--- src/rtl/fsm_input_conditioner_pkg.sv ---
// fsm_input_conditioner_pkg: channel state encoding and default debounce sizing
package fsm_input_conditioner_pkg;
  typedef enum logic [1:0] {
    STABLE_LO = 2'b00,
    PEND_HI   = 2'b01,
    STABLE_HI = 2'b11,
    PEND_LO   = 2'b10
  } chan_state_t;
  localparam int DEFAULT_DEBOUNCE_CYCLES = 4;
  localparam int DEFAULT_CNT_W = 8;
endpackage

--- src/rtl/fsm_input_conditioner_debounce_channel.sv ---
// debounce_channel: two-flop synchroniser plus debounce FSM giving a clean level and rise strobe
module debounce_channel
  import fsm_input_conditioner_pkg::*;
#(
  parameter int DEBOUNCE_CYCLES = DEFAULT_DEBOUNCE_CYCLES,
  parameter int CNT_W = DEFAULT_CNT_W
) (
  input  logic clk,
  input  logic rst_n,
  input  logic i_raw,
  output logic o_level,
  output logic o_rise
);
  localparam logic [CNT_W-1:0] LAST = CNT_W'(DEBOUNCE_CYCLES - 1);
  logic r_q1, r_q2, r_level, r_rise, w_level_nxt, w_rise_nxt;
  chan_state_t r_state, w_state_nxt;
  logic [CNT_W-1:0] r_cnt, w_cnt_nxt;
  // synchroniser, state, counter and output registers
  always_ff @(posedge clk or negedge rst_n) begin
    if (!rst_n) begin
      r_q1    <= 1'b0;
      r_q2    <= 1'b0;
      r_state <= STABLE_LO;
      r_cnt   <= '0;
      r_level <= 1'b0;
      r_rise  <= 1'b0;
    end else begin
      r_q1    <= i_raw;
      r_q2    <= r_q1;
      r_state <= w_state_nxt;
      r_cnt   <= w_cnt_nxt;
      r_level <= w_level_nxt;
      r_rise  <= w_rise_nxt;
    end
  end
  // a new level is accepted only after DEBOUNCE_CYCLES identical samples; any reversal restarts
  always_comb begin
    w_state_nxt = r_state;
    w_cnt_nxt   = r_cnt;
    w_level_nxt = r_level;
    w_rise_nxt  = 1'b0;
    case (r_state)
      STABLE_LO: begin
        w_state_nxt = r_q2 ? PEND_HI : STABLE_LO;
        w_cnt_nxt   = r_q2 ? CNT_W'(1) : '0;
      end
      PEND_HI: begin
        if (!r_q2) begin
          w_state_nxt = STABLE_LO;
          w_cnt_nxt   = '0;
        end else if (r_cnt == LAST) begin
          w_state_nxt = STABLE_HI;
          w_cnt_nxt   = '0;
          w_level_nxt = 1'b1;
          w_rise_nxt  = 1'b1;
        end else begin
          w_cnt_nxt = r_cnt + 1'b1;
        end
      end
      STABLE_HI: begin
        w_state_nxt = r_q2 ? STABLE_HI : PEND_LO;
        w_cnt_nxt   = r_q2 ? '0 : CNT_W'(1);
      end
      PEND_LO: begin
        if (r_q2) begin
          w_state_nxt = STABLE_HI;
          w_cnt_nxt   = '0;
        end else if (r_cnt == LAST) begin
          w_state_nxt = STABLE_LO;
          w_cnt_nxt   = '0;
          w_level_nxt = 1'b0;
        end else begin
          w_cnt_nxt = r_cnt + 1'b1;
        end
      end
      default: begin
        w_state_nxt = STABLE_LO;
        w_cnt_nxt   = '0;
        w_level_nxt = 1'b0;
      end
    endcase
  end
  assign o_level = r_level;
  assign o_rise  = r_rise;
endmodule

--- src/rtl/fsm_input_conditioner.sv ---
// fsm_input_conditioner: debounced op/select levels and rise strobes for the control FSM
module fsm_input_conditioner
  import fsm_input_conditioner_pkg::*;
#(
  parameter int DEBOUNCE_CYCLES = DEFAULT_DEBOUNCE_CYCLES,
  parameter int CNT_W = DEFAULT_CNT_W
) (
  input  logic clk,
  input  logic rst_n,
  input  logic op_raw,
  input  logic select_raw,
  output logic op,
  output logic select,
  output logic op_rise,
  output logic select_rise
);
  debounce_channel #(.DEBOUNCE_CYCLES(DEBOUNCE_CYCLES), .CNT_W(CNT_W)) u_op (
    .clk(clk), .rst_n(rst_n), .i_raw(op_raw), .o_level(op), .o_rise(op_rise)
  );
  debounce_channel #(.DEBOUNCE_CYCLES(DEBOUNCE_CYCLES), .CNT_W(CNT_W)) u_select (
    .clk(clk), .rst_n(rst_n), .i_raw(select_raw), .o_level(select), .o_rise(select_rise)
  );
endmodule

--- config.mk ---
export PLATFORM = sky130hd
export DESIGN_NAME = fsm_input_conditioner
export DESIGN_NICKNAME = d
export VERILOG_FILES = /design/src/rtl/fsm_input_conditioner_pkg.sv /design/src/rtl/fsm_input_conditioner_debounce_channel.sv /design/src/rtl/fsm_input_conditioner.sv
export SDC_FILE = /design/constraint.sdc
export NUM_CORES = 1
export LEC_CHECK = 0
export CAP_MARGIN = 20
export CORE_UTILIZATION = 62
export CTS_CLUSTER_SIZE = 24
export DETAILED_ROUTE_END_ITERATION = 10
export GPL_TIMING_DRIVEN = 0
export PLACE_DENSITY = 0.89
export SLEW_MARGIN = 20
export SYNTH_ARGS = -nofsm -noshare
export SYNTH_HDL_FRONTEND = slang
export SYNTH_SLANG_ARGS = --single-unit
--- constraint.sdc ---
create_clock -name clk -period 2.96 [get_ports clk]
set_input_delay 0.444 -clock clk [delete_from_list [all_inputs] [get_ports clk]]
set_output_delay 0.444 -clock clk [all_outputs]
set_load 0.02 [all_outputs]
==> flow_metrics.py, run 1 <==
metrics = {
    "outcome": {
        "run_status": "complete, no violations",
    },
    "sta": {
        "max_freq_mhz": 553,
        "finalSetupTns_ns": 0,
        "slew_headroom_pct": 48.3,
        "rsz0062_at_grt": "false",
        "skew_ns": 0.00168,
        "final-hold-violation-count": 0,
        "fin_crit_sh_pct": 61.1,
        "finalMaxSlewViolations": 0,
        "finalSetupViolCount": 0,
        "min_period_ns": 1.81,
        "worstMarginPinSlew_ns": 0.769,
        "fin_ws_ns": 1.15,
    },
    "critical_path": {
        "path_delay_family": "simple AND/OR/NAND/NOR gates",
        "worstPathArrival_ns": 2.02,
        "cp_max_fo": 5,
        "startpoint_type": "flop",
        "crit_type": "reg2reg",
        "path_cells": "ha_1 > or4b_4 > o41ai_2 > a22oi_1",
        "required_ns": 3.17,
        "cpPeakStageDelay_ns": 0.52,
        "reg2reg_depth": 4,
        "r2r_end": "u_op.o_level",
        "r2r_start": "u_op.r_cnt[0]",
        "cp_num_buf_inv": 0,
        "r2r_setup_slack_ns": 1.15,
        "crit_slowest_cell": "or4b_4",
        "worstSetupEndpointType": "flop",
    },
    "grt": {
        "grt_use_met3_pct": 4.46,
        "top_usage_layer": "met2",
        "grt_util_met1_pct": 28.2,
        "grt_usage_pct": 23.3,
        "grtUsageMet2_pct": 40.4,
        "grt_pass1_wl_um": 4560,
        "first_global_vias": 1100,
        "grt_max_degree": 29,
        "grt_remaining_overflow": 0,
        "grt_antenna_before_repair": 0,
    },
    "power_and_ir_drop": {
        "p_per_area_nw_per_um2": 630,
        "irDropWorstVdd_mv": 0.494,
        "p_leak_nw": 0.694,
    },
    "synthesis": {
        "synth-seq-area-share_pct": 47.4,
        "ys_top_cells_by_count": "dfrtp_1, ha_1, a21oi_1",
        "synth_cell_type_count": 34,
        "synth-async-reset-ratio_pct": 100,
        "yosys_warnings": 0,
        "yosysTopAreaCellShare_pct": 47.4,
        "synth_cells": 140,
        "syn_nets": 157,
        "synth.ff_latch_count": 28,
        "synth_edf_count": 0,
        "synthFlopType": "dfrtp_1",
        "yosys.area.top_type": "dfrtp_1",
        "synthTopCellsByArea": "dfrtp_1, ha_1, a21oi_1",
        "synth_area_sq_um": 1480,
        "synth.most_common_cell": "dfrtp_1",
        "avgSynthCellArea_sq_um": 10.6,
    },
    "die": {
        "die_h_um": 50.8,
        "die_w_um": 50.8,
        "start_util_pct": 66.2,
        "die_area_sq_um": 2580,
        "io_pins": 8,
        "num_rows": 17,
        "core_sq_um": 2230,
    },
    "layout": {
        "fillerInstances": 150,
        "layoutNonFillerInstCount": 179,
        "syn2layout_area_growth_pct": 9.23,
        "drive_gt1_share_pct": 8.61,
        "register_area_sq_um": 701,
        "multi_input_area_sq_um": 726,
        "fin_area_sq_um": 1610,
        "fin_util_pct": 72.3,
        "diodes": 0,
        "nets": 169,
    },
    "placement": {
        "placed_cells": 175,
        "gp_congestion": 0.803,
        "place_ws_ns": 1.18,
        "port_buffers": 7,
        "dp.final_hpwl_um": 1880,
        "placed_cell_area_sq_um": 1580,
    },
    "cts": {
        "cts_sinks": 28,
        "cts_resized": 0,
        "clock_path_buffers": 2,
        "cts_setup_buffers": 0,
        "cts-buffers-inserted": 3,
        "tritoncts": "built",
        "clkLatencyLatePin_ns": 0.32,
        "cts_root_buf": "clkbuf_4",
        "h-tree-depth": 1,
        "cts_hold_buf": 0,
        "clk_pin_slew_ns": 0.14,
    },
    "detailed_routing": {
        "drtAntennaViolNets": 0,
        "drcViolationCount": 0,
        "drtIter0Drc": 27,
        "wire_per_inst_um": 14.2,
        "dr.pass1.iters": 4,
        "via_per_inst": 6.01,
        "drt-total-wl_um": 2530,
        "vias": 1075,
    },
    "flow_run": {
        "drv_cap": 0,
    },
    "min_path": {
        "hold_path.class": "in2async",
    },
}
[per-layer routing]
layer | routed length [um] | part of all wire, %
met1 | 1150 | 46
met2 | 1280 | 51
met3 | 66 | 2.6
met4 | 30 | 1.2
met5 | 0 | 0
[report_power, final]
group / internal, mW / switching [mW]
Clock: 0.0752 / 0.106
Combinational: 0.152 / 0.202
Sequential: 0.430 / 0.0502
Total: 0.658 / 0.359
[worst max-delay path by stage]
| stage | from | to | cells past startpoint |
|---|---|---|---|
| 2_1_floorplan | u_op.r_cnt[0] | u_op.o_level | 4 |
| 3_3_place_gp | rst_n | u_select.r_cnt[3] | 1 |
| 3_5_place_dp | u_op.r_cnt[0] | u_op.o_level | 4 |
| 4_1_cts | u_op.o_level | op | 1 |
| 5_1_grt | u_select.r_cnt[2] | u_select.r_state[1] | 3 |
| 6_report | u_op.r_cnt[0] | u_op.o_level | 4 |
[layout by cell type (no fill, tap or decap), drive strengths merged, types with 3 or more instances in the layout]
| master | n |
|---|---|
| nor3b | 4 |
| nand3 | 7 |
| a211o | 3 |
| ha | 13 |
| nand4 | 3 |
| buf | 4 |
| or3 | 7 |
| nand2 | 4 |
| xor2 | 3 |
| clkdlybuf4s50 | 6 |
| inv | 8 |
| nor2 | 10 |
| xnor2 | 3 |
| nor3 | 3 |
| o21ai | 7 |
| dfrtp | 28 |
| clkbuf | 4 |
| nand2b | 3 |
| a21oi | 12 |
[state kept, by name, indices dropped and copies added (netlist names)]
register,flops
u_op.r_cnt,8
u_select.r_cnt,8
u_op.r_state,2
u_select.r_state,2
u_op.o_level,1
u_op.o_rise,1
u_op.r_q1,1
u_op.r_q2,1
u_select.o_level,1
u_select.o_rise,1
u_select.r_q1,1
u_select.r_q2,1
[cell families after synthesis]
logic type                 count (synthesis)  share of synthesized area, %
and+or+nand+nor                           47                          18.1
AOI/OAI and AO/OA                         31                          13.5
DFF                                       28                          47.4
adders and majority gates                 13                          11.0
buffers and inverters                     11                          3.47
xor gates and xnor gates                   6                          3.56
muxes                                      4                          2.88
[per-stage QoR]
stage                     hold WS [ns]  power, mW
after global routing             0.147       1.09
after CTS                        0.126       1.02
after detailed placement         0.338      0.839
final                            0.109       1.02
after global placement           0.334      0.818
after floorplan                  0.148      0.749
[worst reg2reg max path, cell delays in order, from the launching register on]
cell	delay [ns]
dfrtp_1	0.44
ha_1	0.27
or4b_4	0.52
o41ai_2	0.34
a22oi_1	0.13
[area by class of cell]
class                   instances  area share [%]
plain buffers                   3            1.32
clock buffers                   4            2.25
inverters                       8            1.86
multi-input cells             101            45.0
flip-flops and latches         28            43.4
well taps                      28            2.17
repair buffers                  7            4.03
No activity file was read; power rests on OpenSTA's default activity.
==> run 2: changes to the inputs <==
Settings changed: CORE_UTILIZATION 62 to 52, PLACE_DENSITY 0.89 to 0.81.
Clock period 2.96 ns to 1.5 ns, I/O delays scaled along.
==> run 2 against run 1 <==
  * The flow now finishes with violations (setup timing)
  * Via count increased by 9.2%
  * Hold slack improved by 0.20 ns
  * Global-route usage decreased by 2.7 points
  * Largest cell class unchanged
==> flow_metrics.py, run 2 (synthesized netlist as in run 1, its figures left out) <==
metrics = {
    "placement": {
        "place_ws_ns": -0.137,
        "gp_congestion": 0.793,
        "port_buffers": 7,
        "dp.final_hpwl_um": 1990,
        "placed_cell_area_sq_um": 1580,
    },
    "detailed_routing": {
        "dr.pass1.iters": 4,
        "drt-total-wl_um": 3040,
        "drtIter0Drc": 58,
        "drtAntennaViolNets": 0,
        "drcViolationCount": 0,
        "vias": 1174,
        "wire_per_inst_um": 15.9,
        "via_per_inst": 6.15,
    },
    "die": {
        "core_sq_um": 2590,
        "num_rows": 18,
        "die_area_sq_um": 3060,
        "die_w_um": 55.3,
        "start_util_pct": 57.1,
        "die_h_um": 55.3,
        "io_pins": 8,
    },
    "power_and_ir_drop": {
        "p_leak_nw": 0.763,
        "irDropWorstVdd_mv": 1.29,
        "p_total_mw": 2.36,
        "p_per_area_nw_per_um2": 1310,
    },
    "layout": {
        "register_area_sq_um": 704,
        "layout_common_cells": "dfrtp_1, nor2_1, a21oi_1, buf_4, ha_1",
        "top_regs": "u_op.r_cnt: 8 flops, u_select.r_cnt: 8 flops",
        "nets": 179,
        "multi_input_area_sq_um": 837,
        "fin_area_sq_um": 1810,
        "syn2layout_area_growth_pct": 22.3,
        "diodes": 0,
        "final_common_cell": "dfrtp_1",
        "fillerInstances": 171,
        "drive_gt1_share_pct": 25.5,
    },
    "critical_path": {
        "r2r_setup_slack_ns": -0.06,
        "path_cells": "inv_1 > ha_1 > nand2b_1 > o41ai_4 > a22oi_1",
        "reg2reg_depth": 5,
        "cp_max_fo": 3,
        "worstSetupEndpointType": "flop",
        "cpPeakStageDelay_ns": 0.40,
        "crit_type": "reg2reg",
        "r2r_end": "u_op.o_level",
        "r2r_start": "u_op.r_state[1]",
        "crit_slowest_cell": "dfrtp_1",
        "worstPathArrival_ns": 1.78,
        "required_ns": 1.73,
        "startpoint_type": "flop",
    },
    "min_path": {
        "min_path_cells": 1,
        "holdPathEnd": "u_op.r_q1",
        "hold_path.class": "in2reg",
        "hold_start": "op_raw",
    },
    "grt": {
        "grt_max_degree": 29,
        "grt_antenna_before_repair": 0,
        "first_global_vias": 1237,
        "grt_usage_pct": 20.6,
        "grt_remaining_overflow": 0,
        "grt_pass1_wl_um": 5010,
    },
    "sta": {
        "max_freq_mhz": 642,
        "fin_ws_ns": -0.0572,
        "finalSetupTns_ns": -0.0833,
        "fin_crit_sh_pct": 104,
        "rsz0062_at_grt": "true",
        "finalMaxSlewViolations": 0,
        "slew_headroom_pct": 58.7,
        "finalSetupViolCount": 2,
        "final-hold-violation-count": 0,
        "skew_ns": 0.00522,
        "whs_ns": 0.311,
        "worstMarginPinSlew_ns": 0.619,
        "min_period_ns": 1.56,
    },
    "flow_run": {
        "drv_cap": 0,
    },
    "cts": {
        "cts_sinks": 28,
        "h-tree-depth": 1,
        "cts-buffers-inserted": 3,
        "tritoncts": "built",
        "clock_path_buffers": 2,
        "cts_root_buf": "clkbuf_4",
        "clkLatencyLatePin_ns": 0.33,
        "clk_pin_slew_ns": 0.15,
    },
    "outcome": {
        "run_status": "finished with violations",
        "violations": "setup timing",
    },
}
run 2: power breakdown:
part           internal [mW]  switching (mW)  total, mW
combinational          0.472           0.553       1.02
sequential             0.856           0.105      0.961
clock                  0.149           0.225      0.374
total                   1.48           0.883       2.36
run 2: worst max-delay path by stage:
stage / endpoint / cells after the start / from
finish: u_op.o_level / 5 / u_op.r_state[1]
global route: u_op.o_level / 5 / u_op.r_state[1]
CTS: u_op.o_level / 4 / u_op.r_cnt[2]
detailed placement: u_select.r_state[1] / 4 / u_select.r_cnt[0]
global placement: u_select.r_cnt[2] / 1 / rst_n
floorplan: u_op.o_level / 4 / u_op.r_cnt[0]
run 2: through the flow:
stage | instances | util, %
final | 191 | 69.8
after global routing | 191 | 69.8
after CTS | 187 | 65.5
after detailed placement | 177 | 61.1
after global placement | 177 | 61.3
after floorplan | 140 | -
run 2: layout make-up:
class                           count  share of cell area [%]
Multi-Input combinational cell    101                    46.3
Sequential cell                    28                    39.0
Timing Repair Buffer               17                    7.62
Tap cell                           30                    2.08
Clock buffer                        4                    2.01
Inverter                            8                    1.80
Buffer                              3                    1.18
run 2: routing by layer:
layer  routed length, um  track usage (%)
met1                1310             21.8
met2                1580             38.9
met3                 116             4.68
met4                  36             8.21
met5                   0                0
run 2: critical path, delay by kind of cell (launching register included):
kind	cells	cell delay, ns
buf+inv	1	0.12
simple gates	1	0.12
compound gates	2	0.46
flops	1	0.40
fa+ha+maj	1	0.36
run 2: timing repair:
item / in CTS / in global routing
setup buffers: 5 / 4
endpoints found under the setup margin: 22 / 21
resized for setup: 13 / 18
endpoints found under the hold margin: 28 / 0
pin swaps: 3 / 2
hold buffers: 1 / 0
==> run 3: changes to the inputs <==
Settings changed: CORE_UTILIZATION 52 to 55, DONT_BUFFER_PORTS set to 1, PLACE_DENSITY 0.81 to 0.8.
==> run 3 against run 2 <==
  * The run still ends with setup timing left
  * Clock-buffer cell count decreased by 1
  * Combinational power about the same
  * Non-clock buffer count unchanged
  * Via count increased by 2.1%
  * Sequential power decreased by 2%
  * Routed wire length increased by 9.2%
  * Largest power group unchanged
==> flow_metrics.py, run 3 (synthesized netlist as in run 1, its figures left out) <==
metrics = {
    "die": {
        "die_h_um": 53.8,
        "num_rows": 18,
        "core_sq_um": 2500,
        "die_w_um": 53.8,
        "io_pins": 8,
        "die_area_sq_um": 2900,
        "start_util_pct": 59.1,
    },
    "min_path": {
        "hold_path.class": "in2async",
    },
    "sta": {
        "worstMarginPinSlew_ns": 0.401,
        "finalMaxSlewViolations": 0,
        "slew_headroom_pct": 73.1,
        "max_freq_mhz": 648,
        "whs_ns": 0.291,
        "final-hold-violation-count": 0,
        "fin_ws_ns": -0.0421,
        "rsz0062_at_grt": "true",
        "skew_ns": 0.00941,
        "finalSetupTns_ns": -0.0571,
        "min_period_ns": 1.54,
        "finalSetupViolCount": 2,
        "fin_crit_sh_pct": 103,
    },
    "power_and_ir_drop": {
        "p_sw_share_pct": 35.0,
        "p_comb_share_pct": 41.2,
        "switchingPower_mw": 0.858,
        "p_per_area_nw_per_um2": 1350,
        "p_clk_share_pct": 20.4,
        "irDropWorstVdd_mv": 1.01,
        "intPower_mw": 1.59,
        "seq_power_share_pct": 38.4,
        "p_leak_nw": 0.765,
    },
    "placement": {
        "port_buffers": 0,
        "gp_congestion": 0.865,
        "placed_cells": 170,
        "dp.final_hpwl_um": 1990,
    },
    "detailed_routing": {
        "drtAntennaViolNets": 0,
        "wire_per_inst_um": 17.4,
        "vias": 1199,
        "drcViolationCount": 0,
        "via_per_inst": 6.28,
        "dr.pass1.iters": 4,
        "drtIter0Drc": 30,
        "drt-total-wl_um": 3320,
    },
    "layout": {
        "layout_common_cells": "dfrtp_1, buf_4, nor2_1",
        "fillerInstances": 167,
        "layoutNonFillerInstCount": 191,
        "top_regs": "u_op.r_cnt: 8 flops, u_select.r_cnt: 8 flops",
        "syn2layout_area_growth_pct": 23.1,
        "final_common_cell": "dfrtp_1",
        "diodes": 0,
        "drive_gt1_share_pct": 26.1,
        "nets": 179,
    },
    "outcome": {
        "run_status": "finished with violations",
        "violations": "setup timing",
    },
    "cts": {
        "clk_pin_slew_ns": 0.16,
        "clkLatencyLatePin_ns": 0.34,
        "clock_path_buffers": 2,
        "cts_root_buf": "clkbuf_4",
        "h-tree-depth": 1,
        "tritoncts": "built",
        "cts-buffers-inserted": 3,
        "cts_sinks": 28,
    },
    "grt": {
        "grt_usage_pct": 24.2,
        "grt_antenna_before_repair": 0,
        "first_global_vias": 1151,
        "grt_pass1_wl_um": 4900,
        "grt_remaining_overflow": 0,
        "grt_max_degree": 29,
    },
    "critical_path": {
        "reg2reg_depth": 3,
        "r2r_start": "u_op.r_cnt[4]",
        "startpoint_type": "flop",
        "startpoint": "u_op.r_cnt[4]",
        "crit_type": "reg2reg",
        "worstPathArrival_ns": 1.76,
        "worstSetupEndpointType": "flop",
        "r2r_setup_slack_ns": -0.04,
        "crit_end": "u_op.o_level",
        "required_ns": 1.72,
        "r2r_end": "u_op.o_level",
        "cp_max_fo": 5,
    },
    "flow_run": {
        "drv_cap": 0,
    },
}
[run 3: timing repair]
item | in CTS | in global routing
gates resized for setup | 10 | 11
endpoints found under the setup margin | 21 | 21
hold endpoints to repair | 30 | 0
buffers inserted | 10 | 3
pin swaps | 3 | 3
hold buffers | 4 | 0
[run 3: worst max-delay path, cell delays in order, from the launching register on]
cell and delay, ns:
dfrtp_1 0.49, or4b_4 0.59, o41ai_2 0.22, a22oi_1 0.13
[run 3: how the worst min path moves through the flow]
stage,slack [ns],startpoint,endpoint
2_1_floorplan,-0.07,rst_n,u_op.o_level
3_3_place_gp,-0.07,rst_n,u_op.o_rise
3_5_place_dp,-0.07,rst_n,u_op.o_rise
4_1_cts,0.30,rst_n,u_op.r_state[0]
5_1_grt,0.29,rst_n,u_op.r_cnt[0]
6_report,0.29,rst_n,u_op.r_state[0]
[run 3: layer usage]
layer,part of all wire (%),up-vias,global-route usage [%]
met5,0,-,0
met4,1.9,0,12.3
met3,4.2,8,5.08
met2,55,45,44.7
met1,39,600,25.5
li1,-,546,-
[run 3: power by group through the flow]
stage	Clock (mW)	Combinational [mW]	Sequential, mW
floorplan	0	0.529	0.950
finish	0.500	1.01	0.942
global route	0.535	1.10	0.952
CTS	0.508	0.872	0.940
detailed placement	0	0.658	0.978
global placement	0	0.618	0.968
[run 3: stage by stage]
stage / util (%) / worst slack (ns) / cell area (sq um) / power [mW]
5_1_grt: 72.8 / -0.0574 / 1820 / 2.59
6_report: 72.8 / -0.0421 / 1820 / 2.45
2_1_floorplan: - / -0.00942 / 1480 / 1.48
3_3_place_gp: 60.7 / -0.167 / 1520 / 1.59
4_1_cts: 69.9 / -0.0131 / 1750 / 2.32
3_5_place_dp: 60.7 / -0.226 / 1520 / 1.64
[run 3: layout make-up]
class                   instances  area, sq um  share of cell area (%)
plain buffers                   3         21.3                    1.17
clock buffers                   3         22.5                    1.24
clock inverters                 1         30.0                    1.65
inverters                       8         30.0                    1.65
multi-input cells             101          830                    45.6
flip-flops and latches         28          701                    38.5
well taps                      30         37.5                    2.06
repair buffers                 17          148                    8.12
